$ cat src/rtl/main_reg_op_pkg.sv
// main_reg_op_pkg: shared width and op-code constants
// for the 4-bit operation register and its ALU.
package main_reg_op_pkg;

    localparam int WIDTH = 4;

    localparam logic [1:0] OP_LOAD = 2'b00;
    localparam logic [1:0] OP_ADD  = 2'b01;
    localparam logic [1:0] OP_SUB  = 2'b10;
    localparam logic [1:0] OP_XOR  = 2'b11;

    typedef logic [WIDTH-1:0] word_t;

endpackage

$ cat src/rtl/main_reg_op_if.sv
// main_reg_op_if: command/data bundle of the operation register.
// load/s/reg_in flow master->slave, reg_out flows slave->master.
interface main_reg_op_if;
    import main_reg_op_pkg::*;

    logic       load;
    logic [1:0] s;
    word_t      reg_in;
    word_t      reg_out;

    modport master (
        output load,
        output s,
        output reg_in,
        input  reg_out
    );

    modport slave (
        input  load,
        input  s,
        input  reg_in,
        output reg_out
    );

endinterface

$ cat src/rtl/main_reg_op_alu.sv
// main_reg_op_alu: combinational next-value unit.
// Ports: r_i (current value), b_i (operand), op_i (select), y_o (result).
module main_reg_op_alu
    import main_reg_op_pkg::*;
(
    input  word_t      r_i,
    input  word_t      b_i,
    input  logic [1:0] op_i,
    output word_t      y_o
);

    // 4-bit results: carry/borrow fall off the top naturally.
    always_comb begin
        y_o = b_i;
        unique case (op_i)
            OP_LOAD: y_o = b_i;
            OP_ADD:  y_o = r_i + b_i;
            OP_SUB:  y_o = r_i - b_i;
            OP_XOR:  y_o = r_i ^ b_i;
            default: y_o = b_i;
        endcase
    end

endmodule

$ cat src/rtl/main_reg_op.sv
// main_reg_op: 4-bit register updated by LOAD/ADD/SUB/XOR when load=1.
// Ports: clk, reset (async active-low), bus (slave: load, s, reg_in, reg_out).
module main_reg_op
    import main_reg_op_pkg::*;
(
    input logic           clk,
    input logic           reset,
    main_reg_op_if.slave  bus
);

    word_t r_q;
    word_t r_d;
    word_t alu_y;

    main_reg_op_alu u_alu (
        .r_i  (r_q),
        .b_i  (bus.reg_in),
        .op_i (bus.s),
        .y_o  (alu_y)
    );

    always_comb begin
        r_d = r_q;
        if (bus.load) begin
            r_d = alu_y;
        end
    end

    always_ff @(posedge clk or negedge reset) begin
        if (!reset) begin
            r_q <= '0;
        end else begin
            r_q <= r_d;
        end
    end

    assign bus.reg_out = r_q;

endmodule

$ cat src/flat_wrapper.sv
// flat-port wrapper written by rule: the top's interface ports become plain ports
module main_reg_op_flat import main_reg_op_pkg::*;
  (clk, reset, bus_load, bus_s, bus_reg_in, bus_reg_out);
  main_reg_op_if bus_i ();
  input logic clk;
  input logic reset;
  input wire logic [$bits(bus_i.load)-1:0] bus_load;
  input wire logic [$bits(bus_i.s)-1:0] bus_s;
  input wire logic [$bits(bus_i.reg_in)-1:0] bus_reg_in;
  output wire logic [$bits(bus_i.reg_out)-1:0] bus_reg_out;
  assign bus_i.load = bus_load;
  assign bus_i.s = bus_s;
  assign bus_i.reg_in = bus_reg_in;
  assign bus_reg_out = bus_i.reg_out;
  main_reg_op u_core (.clk(clk), .reset(reset), .bus(bus_i));
endmodule
$ cat config.mk
export PLATFORM = sky130hd
export DESIGN_NAME = main_reg_op_flat
export DESIGN_NICKNAME = d
export VERILOG_FILES = /design/src/rtl/main_reg_op_pkg.sv /design/src/rtl/main_reg_op_if.sv /design/src/rtl/main_reg_op_alu.sv /design/src/rtl/main_reg_op.sv /design/src/flat_wrapper.sv
export SDC_FILE = /design/constraint.sdc
export NUM_CORES = 1
export LEC_CHECK = 0
export ABC_AREA = 1
export CORE_AREA = 2 2 39 41
export DETAILED_ROUTE_END_ITERATION = 16
export DIE_AREA = 0 0 41 43
export PLACE_DENSITY = 0.66
export RECOVER_POWER = 25
export SKIP_CTS_REPAIR_TIMING = 1
export SLEW_MARGIN = 20
export SYNTH_ARGS = -nofsm -noshare
export SYNTH_HDL_FRONTEND = slang
export SYNTH_SLANG_ARGS = --single-unit
export TNS_END_PERCENT = 5
$ cat constraint.sdc
create_clock -name clk -period 2.6 [get_ports clk]
set_input_delay 0.39 -clock clk [delete_from_list [all_inputs] [get_ports clk]]
set_output_delay 0.39 -clock clk [all_outputs]
set_load 0.01 [all_outputs]
### Word-level counts from Yosys, hierarchy flattened

Index checks and enable logic that the tools add are counted.

| cells by class | value |
|---|---|
| reductions and logical operators | 1 |
| bitwise logic cells | 1 |
| mux-type cells | 1 |
| equal/unequal tests | 3 |
| $add $sub $neg | 2 |

Operators by type and width:

| cell | count |
|---|---|
| $pmux 4 s4 | 1 |
| $add 4x4->4 | 1 |
| $eq 2x2->1 const B | 2 |
| $sub 4x4->4 | 1 |
| $xor 4x4->4 | 1 |
| $eq 2x1->1 const B | 1 |
| $logic_not 2->1 | 1 |

| word-level totals | value |
|---|---|
| flip-flop bits (word level) | 4 |
| word-level logic and storage cells | 9 |

### Longest topological paths before layout

| depth | value |
|---|---|
| word-level depth | 2 |
| depth in mapped cells | 15 |
| gate-level depth less buffers | 15 |

### Cells and area by module

A second synthesis with hierarchy kept.

| second synthesis, totals | value |
|---|---|
| cells, all modules | 81 |
| area total of the unflattened synthesis | 520.5 um2 |

Modules (own cells, without submodules):

| module | seq. area each (um2) | area each (um2) | times used | cells each |
|---|---|---|---|---|
| main_reg_op_alu | 0.0 | 371.6 | 1 | 64 |
| main_reg_op | 100.1 | 148.9 | 1 | 17 |

### Worst setup path after synthesis

OpenSTA, ideal clock, no wires.

| timing path | value |
|---|---|
| path type | input to register |
| start | in bus_reg_in[1] |
| end | reg u_core.r_q[3], in the netlist u_core.bus.reg_out[3] |
| data required time | 2.484 ns |
| stages | 15 |
| path slack | 0.747 ns |
| path buffers | 0 |
| arrival time | 1.737 ns |
| path through | inv_1 -> ha_1 -> inv_1 -> o21ai_0 -> inv_1 -> ha_1 -> nand2_1 -> nor2_2 -> nor2_4 -> inv_1 -> nand2_1 -> nand3_1 -> nand2_1 -> nand2_1 -> nand2_1 |

| between the ends | value |
|---|---|
| word-level cells in the longest chain between the ends | 2 |
| elaborated cells on any way between the ends | 3 |

RTL lines:

| element | line | RTL |
|---|---|---|
| start: declaration | flat_wrapper.sv:9 | `input wire logic [$bits(bus_i.reg_in)-1:0] bus_reg_in;` |
| $sub 4x4->4 or $add 4x4->4 (tied branches) | main_reg_op_alu.sv:18, main_reg_op_alu.sv:17 |  |
| $pmux 4 s4 (*) | main_reg_op_alu.sv:15 | `unique case (op_i)` |
| end signal: assignment | main_reg_op.sv:33 | `r_q <= r_d;` |
| end: declaration | main_reg_op.sv:11 | `word_t r_q;` |

Every way passes the cells marked *; elsewhere a longest branch is shown, timed or not.
A chain may end at the register's enable or synchronous reset.

### Final worst setup path

| timing path | value |
|---|---|
| start | in bus_s[0] |
| end | reg u_core.r_q[3], in the netlist u_core.bus.reg_out[3] |

| between the ends | value |
|---|---|
| word-level cells in the longest chain between the ends | 2 |
| elaborated cells on any way between the ends | 5 |

RTL lines:

| element | line | RTL |
|---|---|---|
| start: declaration | flat_wrapper.sv:8 | `input wire logic [$bits(bus_i.s)-1:0] bus_s;` |
| $eq 2x2->1 (tied with other cells) | main_reg_op_alu.sv:15 |  |
| $pmux 4 s4 (*) | main_reg_op_alu.sv:15 |  |

Marked as above.

==> results.py <==
metrics = {
    "sta": {
        "relSlewSlack_pct": 82.3,
        "setup_viol": 0,
        "report.final.slew_viol_count": 0,
        "min_period_ns": 2.19,
        "finClkSkew_ns": 0.0000850,
        "setup_tns_ns": 0,
        "hold_violations": 0,
        "fin_ws_ns": 0.411,
        "min_period_over_period_pct": 84.2,
        "rsz0062_at_grt": "false",
        "clock.fmax_ghz": 0.457,
        "max_slew.worst_pin.slew_ns": 0.266,
    },
    "worst_setup_path": {
        "path_cells": "clkdlybuf4s50_1, inv_1, ha_1, nor2_1, xor2_1, ha_1, nand2_1, nand2_1, nor2_4, nand3_1, nand3_1, nand2_1, nand2_1, nand2_1",
        "r2r-end": "u_core.bus.reg_out[2]",
        "worstSetupStartpoint": "bus_s[0]",
        "cp-endpoint": "u_core.bus.reg_out[3]",
        "rrSetupSlack_ns": 1.03,
        "cpMaxStageDelayCell": "clkdlybuf4s50_1",
        "startpoint_type": "input pin",
        "end_kind": "flip-flop",
        "crit_fanout": 4,
        "slowest_delay_ns": 0.48,
        "required_ns": 2.73,
        "r2r_cells": 6,
        "path_class": "input pin to flip-flop",
        "crit_top_cell": "nand2_1",
        "r2r_start": "u_core.bus.reg_out[0]",
        "critPathArrivalTime_ns": 2.32,
    },
    "finish": {
        "final_cell_area_sq_um": 676,
        "insertedDiodeCount": 0,
        "final_cells": 107,
        "largest_reg_flops": 4,
        "syn2layout_area_growth_pct": 35.7,
        "drive_gt1_share_pct": 14.3,
        "final_nets": 110,
    },
    "synth": {
        "synth_area_leaders": "dfrtp_1, ha_1, nand2_1, inv_1, o21ai_0",
        "synth.distinct_cells": 20,
        "synth-simple-area-share_pct": 24.1,
        "synth_top_family_by_area": "simple AND/OR/NAND/NOR gates",
        "ys_seq_area_share_pct": 20.1,
        "yosys-top-cells-count": "nand2_1, inv_1, ha_1",
        "synth_ff_type": "dfrtp_1",
        "avgSynthCellArea_sq_um": 6.73,
        "yosysWarnings": 0,
        "muxShareOfSynthArea_pct": 0,
        "syn-num-nets": 91,
        "async_flop_share_pct": 100,
        "synth_edf_count": 0,
        "ys_seq_elements": 4,
        "yosys.area_share.adder_pct": 21.6,
        "yosys.area.top_type": "dfrtp_1",
        "synth-xor-area-share_pct": 3.52,
        "synth_compound_area_share_pct": 16.3,
        "yosysMostFrequentCell": "nand2_1",
        "synth_top_area_share_pct": 20.1,
        "netlist_instances": 74,
        "synth_area_sq_um": 498,
    },
    "hold_path": {
        "hp-class": "input pin to asynchronous set/reset pin",
    },
    "global_routing": {
        "grt_max_degree": 8,
        "antenna_found_initial": 0,
        "grt_use_total_pct": 14.6,
        "grt_pass1_wl_um": 1750,
        "grt_pass1_vias": 454,
        "grt_overflow": 0,
    },
    "clock_tree": {
        "cts-root-buf": "clkbuf_4",
        "cts_tree": "built",
        "numCtsBuffers": 3,
        "clock_latency_ns": 0.24,
        "cts_htree_levels": 1,
        "clock_path_buffers": 2,
        "clk_pin_slew_ns": 0.04,
        "cts_sinks": 4,
    },
    "routing": {
        "postRouteAntennaNets": 0,
        "viasPerCell": 4.69,
        "drtIter0Drc": 12,
        "via_count": 502,
        "drc": 0,
        "firstDrtPassIters": 4,
        "detail_route.wl_per_cell_um": 9.37,
        "wirelength_um": 1000,
    },
    "outcome": {
        "outcome": "finished, final reports clean",
    },
    "die": {
        "initial_core_util_pct": 36.0,
        "die_w_um": 41,
        "io_pins": 13,
        "die-area_sq_um": 1760,
        "core-area_sq_um": 1380,
        "die_y_um": 43,
        "core.rowCount": 14,
    },
    "pwr": {
        "power.density_nw_per_um2": 531,
        "vdd_drop_max_mv": 0.363,
        "p_leak_uw": 0.000369,
    },
    "place": {
        "io_buffers": 12,
        "gp_congestion": 0.829,
        "placed_area_sq_um": 653,
        "numPlacedInstances": 104,
        "dpl_worst_slack_ns": 0.137,
        "dpl.hpwl_um": 878,
    },
    "job": {
        "maxCapViolCount": 0,
    },
}
==> metal layers <==
metal  part of all wire, %  vias to the layer above  global-route usage (%)
met5                     0                        -                       0
met4                     0                        0                    4.00
met3                   6.0                        0                    6.28
met2                    50                       14                    22.5
met1                    44                      223                    17.9
li1                      -                      265                       -
==> worst max-delay path, delay by kind of cell <==
kind | cells | cell delay (ns)
XOR/XNOR | 1 | 0.17
AND/OR/NAND/NOR | 9 | 0.70
buffers and inverters | 2 | 0.54
adder cells (fa/ha/maj) | 2 | 0.52
==> cell usage in the layout (no fill, tap or decap) <==
cell type and instances:
a22oi_1 1, fa_1 1, inv_1 15, nand3_1 3, o21ai_1 1, a22o_1 1
o31ai_1 1, ha_1 7, dfrtp_1 4, a21oi_1 3, clkdlybuf4s50_1 11, clkbuf_4 3
a31oi_1 1, o22ai_1 1, inv_2 4, nor2_2 1, xor2_1 2, dlygate4sd3_1 1
o21ai_0 5, nor2_4 1, nor2_1 4, buf_4 2, nand2_2 2, nand2_1 16
==> power by group <==
| group | leakage (uW) | switching [uW] | internal [uW] | total (uW) |
|---|---|---|---|---|
| Combinational | 0.000306 | 95.7 | 94.7 | 190 |
| Clock | 0.0000138 | 26.2 | 51.7 | 77.9 |
| Sequential | 0.0000492 | 13.6 | 76.6 | 90.2 |
==> stage by stage <==
stage	utilization (%)	hold WS [ns]	total power, uW
4_1_cts	48.8	0.354	366
3_3_place_gp	47.2	0.518	282
5_1_grt	48.8	0.434	398
2_1_floorplan	-	0.0944	215
3_5_place_dp	47.2	0.521	285
6_report	48.8	0.425	359
==> how the worst min path moves through the flow <==
stage                           from                     to  slack [ns]  cells past startpoint
2_1_floorplan                  reset  u_core.bus.reg_out[0]        0.09                      0
3_3_place_gp   u_core.bus.reg_out[3]  u_core.bus.reg_out[3]        0.52                      2
3_5_place_dp   u_core.bus.reg_out[3]  u_core.bus.reg_out[3]        0.52                      2
4_1_cts                        reset  u_core.bus.reg_out[2]        0.35                      1
5_1_grt                        reset  u_core.bus.reg_out[2]        0.43                      1
6_report                       reset  u_core.bus.reg_out[0]        0.42                      1
==> logic make-up after synthesis <==
family                     after synthesis
AOI/OAI and AO/OA                       14
xor gates and xnor gates                 2
adders and majority gates                8
buffers and inverters                   19
DFF                                      4
and+or+nand+nor                         27
==> cell type report <==
| cell class | count | area, sq um |
|---|---|---|
| fill | 148 | 708 |
| sequential | 4 | 100 |
| timing repair buffer | 14 | 135 |
| clock buffer | 3 | 22.5 |
| tap | 16 | 20.0 |
| multi-input combinational | 51 | 327 |
| inverter | 19 | 71.3 |
Power figures use the tool's default switching activity.
==> variant 1 (config.mk and constraints unchanged) <==
The package constant `WIDTH` goes from 4 to 3.
--- a/src/rtl/main_reg_op_pkg.sv
+++ b/src/rtl/main_reg_op_pkg.sv
@@ -4,3 +4,3 @@
 
-    localparam int WIDTH = 4;
+    localparam int WIDTH = 3;
 
Ports: changed (resized bus_reg_in and bus_reg_out); port bits go from 13 to 11. The function was not compared with the original's and may differ.
==> variant 1 against the unedited design <==
Setup slack improved by 0.14 ns. Clock skew up 0.0095 ns. Die area unchanged. Final area decreased by 27%. Sequential power decreased by 29%. Area after synthesis shrank 31%. Wire length fell by 29%. Maximum frequency rose by 7.1%. Non-clock buffer count is 4 lower. Sequential cell count is 1 lower. Power fell by 28%.
==> variant 1: results (changes against the unedited design) <==
status completed; Post-Syn Nets 66 (-27%); arrival time worst endpoint 2.17 ns (-0.15 ns); initial drt markers 8 (-4); gr usage total 0.105 (-0.0414); Max FO, Critical Path 3 (-1); number of CTS-inserted buffers 3 (unchanged); NumNets Final 81 (-26%); diode count 0 (unchanged); largest net degree at the start of global routing 6 (-2); leak pwr 0.263 nW (-29%); DP HPWL 557 um (-36%); Synth Flop Type dfrtp_1; syn avg cell area 6.62 um^2 (-1.7%); VDD IR-drop max 0.000311 V (-14%); Total Wirelength 713 um (-29%); Cell variety after synth 14 (-30%); post-synthesis sequential area ratio 0.218 (+0.0172); Port Buffers 10 (-2); CP top delay family adder cells; WL/cell 8.70 um (-7.2%); via count 354 (-29%); hold crit path type input pin to async pin; f_max 0.489 GHz (+7.1%); final RePlAce weighted congestion 0.822 (-0.87%); placed cell count 78 (-25%); Largest stage delay, worst path 0.51 ns (+0.03 ns); Clock Skew 0.00959 ns (+0.00951 ns); share of post-route cells with drive strength above 1 0.106 (-0.0368); Synth top cells by count inv_1 (12), nand2_1 (12), ha_1 (5); Ys Warns 0 (unchanged); top cells by area, synth dfrtp_1 (22%), ha_1 (18%), inv_1 (13%), nand2_1 (13%), fa_1 (5.8%); Max-slew headroom 0.843 (+0.0208); first-pass GRT wire length 1180 um (-33%); number of global-route vias before repair 279 (-39%); DP Area 464 um^2 (-29%); Largest register FFs 3 (-1)
[variant 1: changes by cell type after synthesis, moves of 2 or more]
cell	unedited run	this run
inv_2	4	2
o21ai_0	5	2
nand2_1	16	12
inv_1	15	12
nor2_1	4	2
o21ai_1	1	3
xor2_1	2	0
ha_1	7	5
[variant 1: area by class of cell]
class | count | area [um^2]
fill | 154 | 893
multi-input combinational | 35 | 216
timing repair buffer | 10 | 100
sequential | 3 | 75.1
inverter | 14 | 52.6
clock buffer | 4 | 26.3
tap | 16 | 20.0
[variant 1: logic make-up (layout without fill, tap and decap cells)]
group / after synthesis / after routing / synth area share
AND/OR/NAND/NOR: 19 / 19 / 0.233
adder cells (fa/ha/maj): 6 / 6 / 0.240
AO/OA/AOI/OAI: 10 / 10 / 0.156
buffers and inverters: 14 / 28 / 0.153
flip-flops: 3 / 3 / 0.218
[variant 1: worst paths after layout]
kind                                       start               endpoint  slack (ns)  cells past startpoint
max                                bus_reg_in[0]  u_core.bus.reg_out[1]        0.56                      9
min                                        reset  u_core.bus.reg_out[0]        0.39                      1
max reg2reg                u_core.bus.reg_out[0]  u_core.bus.reg_out[2]        1.06                     12
min reg2reg                u_core.bus.reg_out[2]  u_core.bus.reg_out[2]        0.54                      2
max in group asynchronous                  reset  u_core.bus.reg_out[1]        2.05                      1
min in group clk           u_core.bus.reg_out[2]  u_core.bus.reg_out[2]        0.54                      2
[variant 1: power breakdown]
part | switching, mW | internal (mW)
Sequential | 0.00865 | 0.0558
Clock | 0.0335 | 0.0581
Combinational | 0.0497 | 0.0517
[variant 1: metrics by stage]
step                hold WS (ns)   util  setup WS [ns]
floorplan                 0.0944      -          0.882
global placement           0.521  0.335          0.287
detailed placement         0.535  0.335          0.283
CTS                        0.323  0.354          0.539
global route               0.395  0.354          0.374
finish                     0.392  0.354          0.556
[variant 1: per-layer routing]
layer / part of all wire / vias up / global-route usage
li1: - / 189 / -
met1: 0.46 / 154 / 0.143
met2: 0.48 / 9 / 0.131
met3: 0.036 / 2 / 0.0314
met4: 0.024 / 0 / 0.0800
met5: 0 / - / 0
==> variant 2 (config.mk and constraints unchanged) <==
Made on the original files. Reset style: synchronous (`reset`), changed in one clocked block. Comments in the files are not updated.
--- a/src/rtl/main_reg_op.sv
+++ b/src/rtl/main_reg_op.sv
@@ -28,3 +28,3 @@
 
-    always_ff @(posedge clk or negedge reset) begin
+    always_ff @(posedge clk) begin
         if (!reset) begin
Function: differs if reset is asserted again (counterexample within 4 cycles, from zero or initial values and one cycle with reset low); with reset held inactive, the same outputs for 10 cycles.
==> variant 2 against the unedited design <==
Power down 27%. Area after synthesis decreased by 3.0%. Critical path type unchanged. Sequential power shrank 20%. Largest cell class unchanged. Non-clock buffer count increased by 1. Setup slack worse by 0.038 ns. Sequential cell count unchanged. Maximum frequency is 1.7% lower. Highest routed layer unchanged. Final area is 1.7% lower. Final cell count up 4.7%. Wire length grew 3.3%. Synthesized cell count is 6.8% higher. Die area unchanged.
==> variant 2: results (changes against the unedited design) <==
met1 wire length 472 um (+6.3%); Max FO, Critical Path 2 (-2); post-synthesis sequential area ratio 0.166 (-0.0352); NumNets Final 115 (+4.5%); leak pwr 0.354 nW (-4.2%); number of global-route vias before repair 495 (+9.0%); Synth top cells by count inv_1 (20), nand2_1 (18), ha_1 (7), o21ai_0 (7), nor2_1 (6); Synth area leader ha_1; first-pass GRT wire length 1900 um (+8.3%); Place WS 0.134 ns (-0.00246 ns); arrival time worst endpoint 2.39 ns (+0.07 ns); Net Sw Power 86.8 uW (-36%); DP Area 642 um^2 (-1.7%); largest net degree at the start of global routing 9 (+1); final RePlAce weighted congestion 0.747 (-9.8%); worst slew pin tran 0.258 ns (-0.00857 ns); WL/cell 9.25 um (-1.3%); CP top delay family buffers and inverters; clock share of power 0.289 (+0.072); VDD IR-drop max 0.000226 V (-38%); met3 Use GR 0.0314 (-0.0314); vias per inst 4.57 (-2.6%); Reg power frac 0.275 (+0.023); flop2flop setup slack 1.00 ns (-0.03 ns); status completed; CTS max path bufs 2 (unchanged); crit path launch bus_reg_in[1]; met3 wire length 36 um (-40%); initial drt markers 7 (-5); Cell variety after synth 15 (-25%); Post-synth ARST share 0 (-1.00); Seq. pwr 71.8 uW (-20%); top cells by area, synth ha_1 (18%), dfxtp_1 (17%), inv_1 (16%), nand2_1 (14%), o21ai_0 (7.3%); end point of the critical path u_core.bus.reg_out[3]; Worst Reg-to-Reg Cells 7 (+1); met2 usage 0.234 (+0.00937); worst r2r src u_core.bus.reg_out[0]; met2 WL 527 um (+5.8%)
==> variant 2: kinds of logic (layout without fill, tap and decap cells) <==
logic type / after synthesis / count (layout) / share of synthesized area
DFF: 4 / 4 / 0.166
buffers and inverters: 21 / 38 / 0.163
adders and majority gates: 8 / 8 / 0.223
AOI/OAI and AO/OA: 15 / 15 / 0.174
xor gates and xnor gates: 2 / 2 / 0.0363
and+or+nand+nor: 29 / 29 / 0.238
==> variant 2: final cells by class <==
class / count / area (um^2)
Multi-Input combinational cell: 54 / 324
Fill cell: 163 / 719
Clock buffer: 3 / 22.5
Tap cell: 16 / 20.0
Timing Repair Buffer: 15 / 143
Sequential cell: 4 / 80.1
Inverter: 20 / 75.1
==> variant 2: stage by stage <==
step	hold slack (ns)	instances
finish	0.505	112
global route	0.537	112
CTS	0.505	112
detailed placement	0.499	109
global placement	0.497	109
floorplan	0.519	79
==> variant 2: tightest hold or removal path, cell delays in order (launching register included) <==
cell and delay, ns:
dfxtp_1 0.32, nand2_1 0.09, a21oi_2 0.05
